`src/rtl/execute_cycle.sv`:
```
`default_nettype none
// ============================================================================
// execute_cycle : RISC-V execute stage (forwarding muxes, ALU, branch target)
//                 and the E->M pipeline register.
// Revision 1.0
// ============================================================================
module execute_cycle (
    input  logic        clk,
    input  logic        rst,
    input  logic        RegWriteE,
    input  logic        ALUSrcE,
    input  logic        MemWriteE,
    input  logic        JumpE,
    input  logic        BranchE,
    input  logic [1:0]  ResultSrcE,
    input  logic [2:0]  ALUControlE,
    input  logic [31:0] RD1_E,
    input  logic [31:0] RD2_E,
    input  logic [31:0] Imm_Ext_E,
    input  logic [4:0]  RD_E,
    input  logic [31:0] PCE,
    input  logic [31:0] PCPlus4E,
    input  logic [31:0] ResultW,
    input  logic [1:0]  ForwardAE,
    input  logic [1:0]  ForwardBE,
    output logic        PCSrcE,
    output logic [31:0] PCTargetE,
    output logic        RegWriteM,
    output logic        MemWriteM,
    output logic [1:0]  ResultSrcM,
    output logic [4:0]  RD_M,
    output logic [31:0] ALUResultM,
    output logic [31:0] WriteDataM,
    output logic [31:0] PCPlus4M
);

    localparam logic [2:0] ALU_ADD = 3'b000;
    localparam logic [2:0] ALU_SUB = 3'b001;
    localparam logic [2:0] ALU_AND = 3'b010;
    localparam logic [2:0] ALU_OR  = 3'b011;
    localparam logic [2:0] ALU_XOR = 3'b100;
    localparam logic [2:0] ALU_SLT = 3'b101;

    logic [31:0] src_a;
    logic [31:0] src_b_fwd;
    logic [31:0] src_b;
    logic [31:0] alu_result;
    logic        zero_e;

    logic        reg_write_d,   reg_write_q;
    logic        mem_write_d,   mem_write_q;
    logic [1:0]  result_src_d,  result_src_q;
    logic [4:0]  rd_d,          rd_q;
    logic [31:0] alu_result_d,  alu_result_q;
    logic [31:0] write_data_d,  write_data_q;
    logic [31:0] pc_plus4_d,    pc_plus4_q;

    // Select 10 feeds back the registered ALU result, i.e. the previous instruction.
    always_comb begin
        src_a = RD1_E;
        case (ForwardAE)
            2'b01:   src_a = ResultW;
            2'b10:   src_a = alu_result_q;
            default: src_a = RD1_E;
        endcase
    end

    always_comb begin
        src_b_fwd = RD2_E;
        case (ForwardBE)
            2'b01:   src_b_fwd = ResultW;
            2'b10:   src_b_fwd = alu_result_q;
            default: src_b_fwd = RD2_E;
        endcase
    end

    assign src_b = ALUSrcE ? Imm_Ext_E : src_b_fwd;

    always_comb begin
        alu_result = 32'd0;
        case (ALUControlE)
            ALU_ADD: alu_result = src_a + src_b;
            ALU_SUB: alu_result = src_a - src_b;
            ALU_AND: alu_result = src_a & src_b;
            ALU_OR:  alu_result = src_a | src_b;
            ALU_XOR: alu_result = src_a ^ src_b;
            ALU_SLT: alu_result = {31'd0, $signed(src_a) < $signed(src_b)};
            default: alu_result = 32'd0;
        endcase
    end

    assign zero_e    = (alu_result == 32'd0);
    assign PCTargetE = PCE + Imm_Ext_E;
    assign PCSrcE    = (BranchE & zero_e) | JumpE;

    always_comb begin
        reg_write_d  = RegWriteE;
        mem_write_d  = MemWriteE;
        result_src_d = ResultSrcE;
        rd_d         = RD_E;
        alu_result_d = alu_result;
        // Stores always carry rs2, even though the ALU consumed the immediate.
        write_data_d = src_b_fwd;
        pc_plus4_d   = PCPlus4E;
    end

    always_ff @(posedge clk or negedge rst) begin
        if (!rst) begin
            reg_write_q  <= 1'b0;
            mem_write_q  <= 1'b0;
            result_src_q <= 2'b00;
            rd_q         <= 5'd0;
            alu_result_q <= 32'd0;
            write_data_q <= 32'd0;
            pc_plus4_q   <= 32'd0;
        end else begin
            reg_write_q  <= reg_write_d;
            mem_write_q  <= mem_write_d;
            result_src_q <= result_src_d;
            rd_q         <= rd_d;
            alu_result_q <= alu_result_d;
            write_data_q <= write_data_d;
            pc_plus4_q   <= pc_plus4_d;
        end
    end

    assign RegWriteM  = reg_write_q;
    assign MemWriteM  = mem_write_q;
    assign ResultSrcM = result_src_q;
    assign RD_M       = rd_q;
    assign ALUResultM = alu_result_q;
    assign WriteDataM = write_data_q;
    assign PCPlus4M   = pc_plus4_q;

endmodule
`default_nettype wire

```
`config.mk`:
```
export PLATFORM = sky130hd
export DESIGN_NAME = execute_cycle
export DESIGN_NICKNAME = d
export VERILOG_FILES = /design/src/rtl/execute_cycle.sv
export SDC_FILE = /design/constraint.sdc
export NUM_CORES = 1
export LEC_CHECK = 0
export CAP_MARGIN = 20
export CORE_UTILIZATION = 35
export DETAILED_ROUTE_END_ITERATION = 8
export SLEW_MARGIN = 40
export SYNTH_ARGS = -nofsm -noshare
export SYNTH_HDL_FRONTEND = slang
export SYNTH_SLANG_ARGS = --single-unit
```
`constraint.sdc`:
```
create_clock -name clk -period 13.8 [get_ports clk]
set_clock_uncertainty 0.1 [all_clocks]
set_input_delay 2.76 -clock clk [delete_from_list [all_inputs] [get_ports clk]]
set_output_delay 2.76 -clock clk [all_outputs]
set_load 0.01 [all_outputs]
```
## After elaboration in Yosys (flattened, before gate mapping)

Cells that the tools add are included.

- Register bits: 105
- Bits of input ports: 213
- Logic and storage cells: 31

- Add/sub/neg operators: 3
- Order comparisons: 1
- Equal/unequal tests: 9
- Muxes and demuxes: 4
- Bitwise logic cells: 5
- Reductions and logical operators: 2

Operators by type and width:

| kind | count |
|---|---|
| $pmux 32 s6 | 1 |
| $pmux 32 s2 | 2 |
| $add 32x32->32 | 2 |
| $and 32x32->32 | 1 |
| $logic_not 32->1 | 1 |
| $lt 32x32->1 | 1 |
| $mux 32 | 1 |
| $or 32x32->32 | 1 |
| $sub 32x32->32 | 1 |
| $xor 32x32->32 | 1 |
| $eq 3x2->1 const B | 2 |
| $eq 3x3->1 const B | 2 |
| $eq 2x1->1 const B | 2 |
| $eq 2x2->1 const B | 2 |
| $eq 3x1->1 const B | 1 |
| $logic_not 3->1 | 1 |
| $and 1x1->1 | 1 |
| $or 1x1->1 | 1 |

## Depth between registers and ports, before layout

- Depth after elaboration: 8
- Depth in mapped cells: 21

## Worst setup path after synthesis

Ideal clock, no wire load.

- Path kind: input -> output
- From: input port ForwardBE[0]
- To: output port PCSrcE
- Arrival: 7483 ps
- Path slack: 3457 ps
- Stages: 20
- Path through: inv_1 > ha_1 > clkbuf_1 > buf_1 > nor2_1 > a21oi_1 > o21ai_0 > ha_1 > fa_1 > a211o_1 > a21oi_2 > a21o_1 > o221ai_1 > a21o_1 > or4b_1 > nor4_1 > and4bb_1 > and4b_1 > or4b_1 > o41ai_2

- Word-level cells in the longest chain between the ends: 8

RTL lines:

| item | RTL line | source |
|---|---|---|
| start: declaration | 25 | `input logic [1:0] ForwardBE,` |
| $eq 2x2->1 or $eq 2x1->1 (tied branches) | 70 | `case (ForwardBE)` |
| $pmux 32 s2 * | 70 |  |
| $mux 32 * | 77 | `assign src_b = ALUSrcE ? Imm_Ext_E : src_b_fwd;` |
| $sub 32x32->32, or another cell as far along | 83 | `ALU_SUB: alu_result = src_a - src_b;` |
| $pmux 32 s6 * | 81 | `case (ALUControlE)` |
| via alu_result[8] | 47 | `logic [31:0] alu_result;` |
| $logic_not 32->1 * | 92 | `assign zero_e = (alu_result == 32'd0);` |
| $and 1x1->1 * | 94 | `assign PCSrcE = (BranchE & zero_e) \| JumpE;` |
| $or 1x1->1 * | 94 |  |
| end: declaration | 26 | `output logic PCSrcE,` |

The timed path passes the listed nets; every way through them passes the cells marked *.

## Final worst setup path

Same ends and word-level chain as after synthesis.

==> impl_metrics.csv <==
group,metric,value,unit
outcome,status,"completed",
routing,dr_total_vias,12600,
power,net-switching-power,0.642,mW
timing,fin_crit,12200,ps
critical_path,critPathLaunchType,"primary input",
timing,hold_slack,592,ps
routing,ant_nets,0,
grt,track_usage,0.289,
die,core_area,32500,um^2
place,gp_congestion,0.949,
power,p_leak,6.84,nW
critical_path,slowest_delay,700,ps
timing,relSlewSlack,0.452,
yosys,yosys.area.top_type,"dfrtp_1",
cts,path_clk_slew,70,ps
die,die_width,183,um
routing,wl_per_cell,22.5,um
die,io_pins,351,
power,swShare,0.427,
die,initial_core_util,0.355,
yosys,async_flop_share,1.00,
cts,cts-root-buf,"clkbuf_16",
cts,cts_tree,"yes",
critical_path,cp.required,10940,ps
yosys,synth_area,11500,um^2
grt,grt_antenna_before_repair,7,
yosys,yosysWarnings,0,
yosys,ys_ff_latch,105,
yosys,synth_edf_count,0,
routing,vias_per_cell,5.65,
cts,cts-buffers-inserted,9,
yosys,synthCells,1476,
timing,timing.fmax,82.0,MHz
flow_run,cap_violations,0,
power,p_per_area,96.5,nW/um^2
cells_and_area,drive_gt1_frac,0.0456,
timing,setup-tns-final,0,ps
yosys,synth_ff_type,"dfrtp_1",
cts,cts_htree_levels,3,
routing,drc,0,
yosys,synth_top_area_frac,0.228,
die,die_area,33600,um^2
cells_and_area,final_area,15600,um^2
power,power.share.combinational,0.570,
yosys,synthesis.nets,1829,
timing,period_share,0.884,
power,p_clk_frac,0.178,
grt,grt_pass1_wl,73000,um
cts,clock_sinks,105,
place,dp_hpwl,40800,um
power,max-vdd-ir-drop,63.1,uV
cts,post_cts_resize_count,0,
cells_and_area,nets,2127,
critical_path,crit_chain,"clkdlybuf4s50_1 -> inv_1 -> ha_2 -> nor2_1 -> a21oi_1 -> o21ai_0 -> ha_1 -> fa_1 -> a211o_1 -> a21oi_2 -> a21o_1 -> o221ai_1 -> a21o_1 -> or4b_1 -> nor4_1 -> and4bb_1 -> and4b_1 -> or4b_1 -> o41ai_2 -> clkdlybuf4s50_1",
timing,hold_violations,0,
grt,grt_pass1_vias,11900,
place,placed_cell_area,15300,um^2
timing,rsz0062_at_grt,"no",
timing,tightestPinTransition,813,ps
routing,drt_iter0_markers,1290,
yosys,avgSynthCellArea,7.80,um^2
place,portBuffers,350,
yosys,synth_cell_types,98,
critical_path,critPathKind,"in2out",
timing,finalSetupViolations,0,
cts,cts_setup_buffers,0,
cts,clock_latency,380,ps
die,die_y,183,um
min_path,hp-class,"reg2reg",
place,dpl.cell_count,2205,
cts,clockBufferDepth,2,
grt,grt_max_degree,65,
routing,wl,50000,um
power,intPower,0.861,mW
grt,overflow,0,
routing,drtPass1Iterations,6,
critical_path,arrival,9340,ps
cells_and_area,final_cell_mix,"347 x clkdlybuf4s50_1, 151 x inv_1, 136 x ha_1",
critical_path,crit_path_end_kind,"primary output",
cts,ctsHoldBuffers,0,
die,row_count,66,
cells_and_area,fin_cells,2225,
critical_path,crit_path_max_fanout,35,
yosys,netlist_top_cells_area,"dfrtp_1 23%, ha_1 15%, a21oi_1 5.0%",
cells_and_area,syn_to_final_growth,35.2,%
cells_and_area,layout_commonest_cell,"clkdlybuf4s50_1",
critical_path,crit_slowest_cell,"ha_2",
power,pwr-share-seq,0.252,
timing,finalMaxSlewViolations,0,
yosys,yosysSeqAreaShare,0.228,
-- sequential cells by signal (all words and copies together) (netlist names) --
name / cells
ALUResultM: 32
PCPlus4M: 32
WriteDataM: 32
RD_M: 5
ResultSrcM: 2
MemWriteM: 1
RegWriteM: 1
-- cell usage after synthesis, drive strengths merged (7+ instances only) --
master,number
a2111oi,9
a211o,10
a211oi,26
a21o,40
a21oi,116
a22oi,67
and2,9
and3,10
buf,32
clkbuf,47
dfrtp,105
ha,137
inv,151
mux2i,8
nand2,135
nand2b,9
nand3,14
nand4,10
nor2,134
nor2b,16
nor3,34
o2111ai,7
o211ai,28
o21a,16
o21ai,114
o21bai,11
o221ai,8
o31ai,13
or3,12
xnor2,29
xor2,10
-- layout make-up --
type | count | area, um^2
Antenna cell | 6 | 15.0
Sequential cell | 105 | 2630
Clock inverter | 3 | 42.5
Clock buffer | 11 | 243
Timing Repair Buffer | 367 | 3620
Tap cell | 442 | 553
Inverter | 152 | 571
Multi-Input combinational cell | 1139 | 7900
Fill cell | 3263 | 16900
-- kinds of logic (layout without fill, tap and decap cells) --
| logic type | after synthesis | count (layout) | share of synthesized area |
|---|---|---|---|
| buffers and inverters | 232 | 533 | 0.0868 |
| adder cells (fa/ha/maj) | 140 | 140 | 0.154 |
| flip-flops | 105 | 105 | 0.228 |
| AO/OA/AOI/OAI | 538 | 538 | 0.324 |
| other | 0 | 6 | 0 |
| multiplexers | 10 | 10 | 0.00989 |
| XOR/XNOR | 39 | 39 | 0.0297 |
| AND/OR/NAND/NOR | 412 | 412 | 0.167 |
-- metal layers --
metal / part of all wire / vias to the layer above / global-route usage / wire length (um)
met4: 0.033 / 2 / 0.113 / 1660
met2: 0.46 / 617 / 0.478 / 23300
met1: 0.42 / 5967 / 0.375 / 21200
met5: 0.00020 / - / 0 / 10
met3: 0.079 / 88 / 0.0483 / 3930
li1: - / 5908 / - / -
-- critical path: cells and delay by family --
family | cells | cell delay [ps]
compound gates | 8 | 1990
simple gates | 6 | 1880
fa+ha+maj | 3 | 1560
buf+inv | 3 | 1140
-- per-stage QoR --
stage | power (mW) | util | setup WS [ps]
after detailed placement | 1.22 | 0.471 | 1600
after floorplan | 0.874 | - | 3460
after global placement | 1.22 | 0.471 | 1770
final | 1.50 | 0.480 | 1600
after CTS | 1.50 | 0.479 | 1590
after global routing | 1.59 | 0.480 | 1340
-- worst paths after layout --
path                       cells after the start  slack [ps]        endpoint            from
max in group asynchronous                      2       10310  ALUResultM[19]             rst
hold / removal                                 4         590  WriteDataM[15]  ALUResultM[15]
min in group asynchronous                      1        2260         RD_M[1]             rst
hold reg to reg                                4         590  WriteDataM[15]  ALUResultM[15]
setup / recovery                              20        1600          PCSrcE    ForwardBE[0]
setup reg to reg                              14        8860  ALUResultM[29]  ALUResultM[10]
-- power groups by stage --
stage / clock, mW / sequential (mW) / combinational (mW)
floorplan: 0 / 0.393 / 0.481
global placement: 0 / 0.385 / 0.839
detailed placement: 0 / 0.384 / 0.841
CTS: 0.274 / 0.378 / 0.846
global route: 0.284 / 0.381 / 0.924
finish: 0.268 / 0.379 / 0.857
Note: power is estimated with default switching activity, not from simulation.
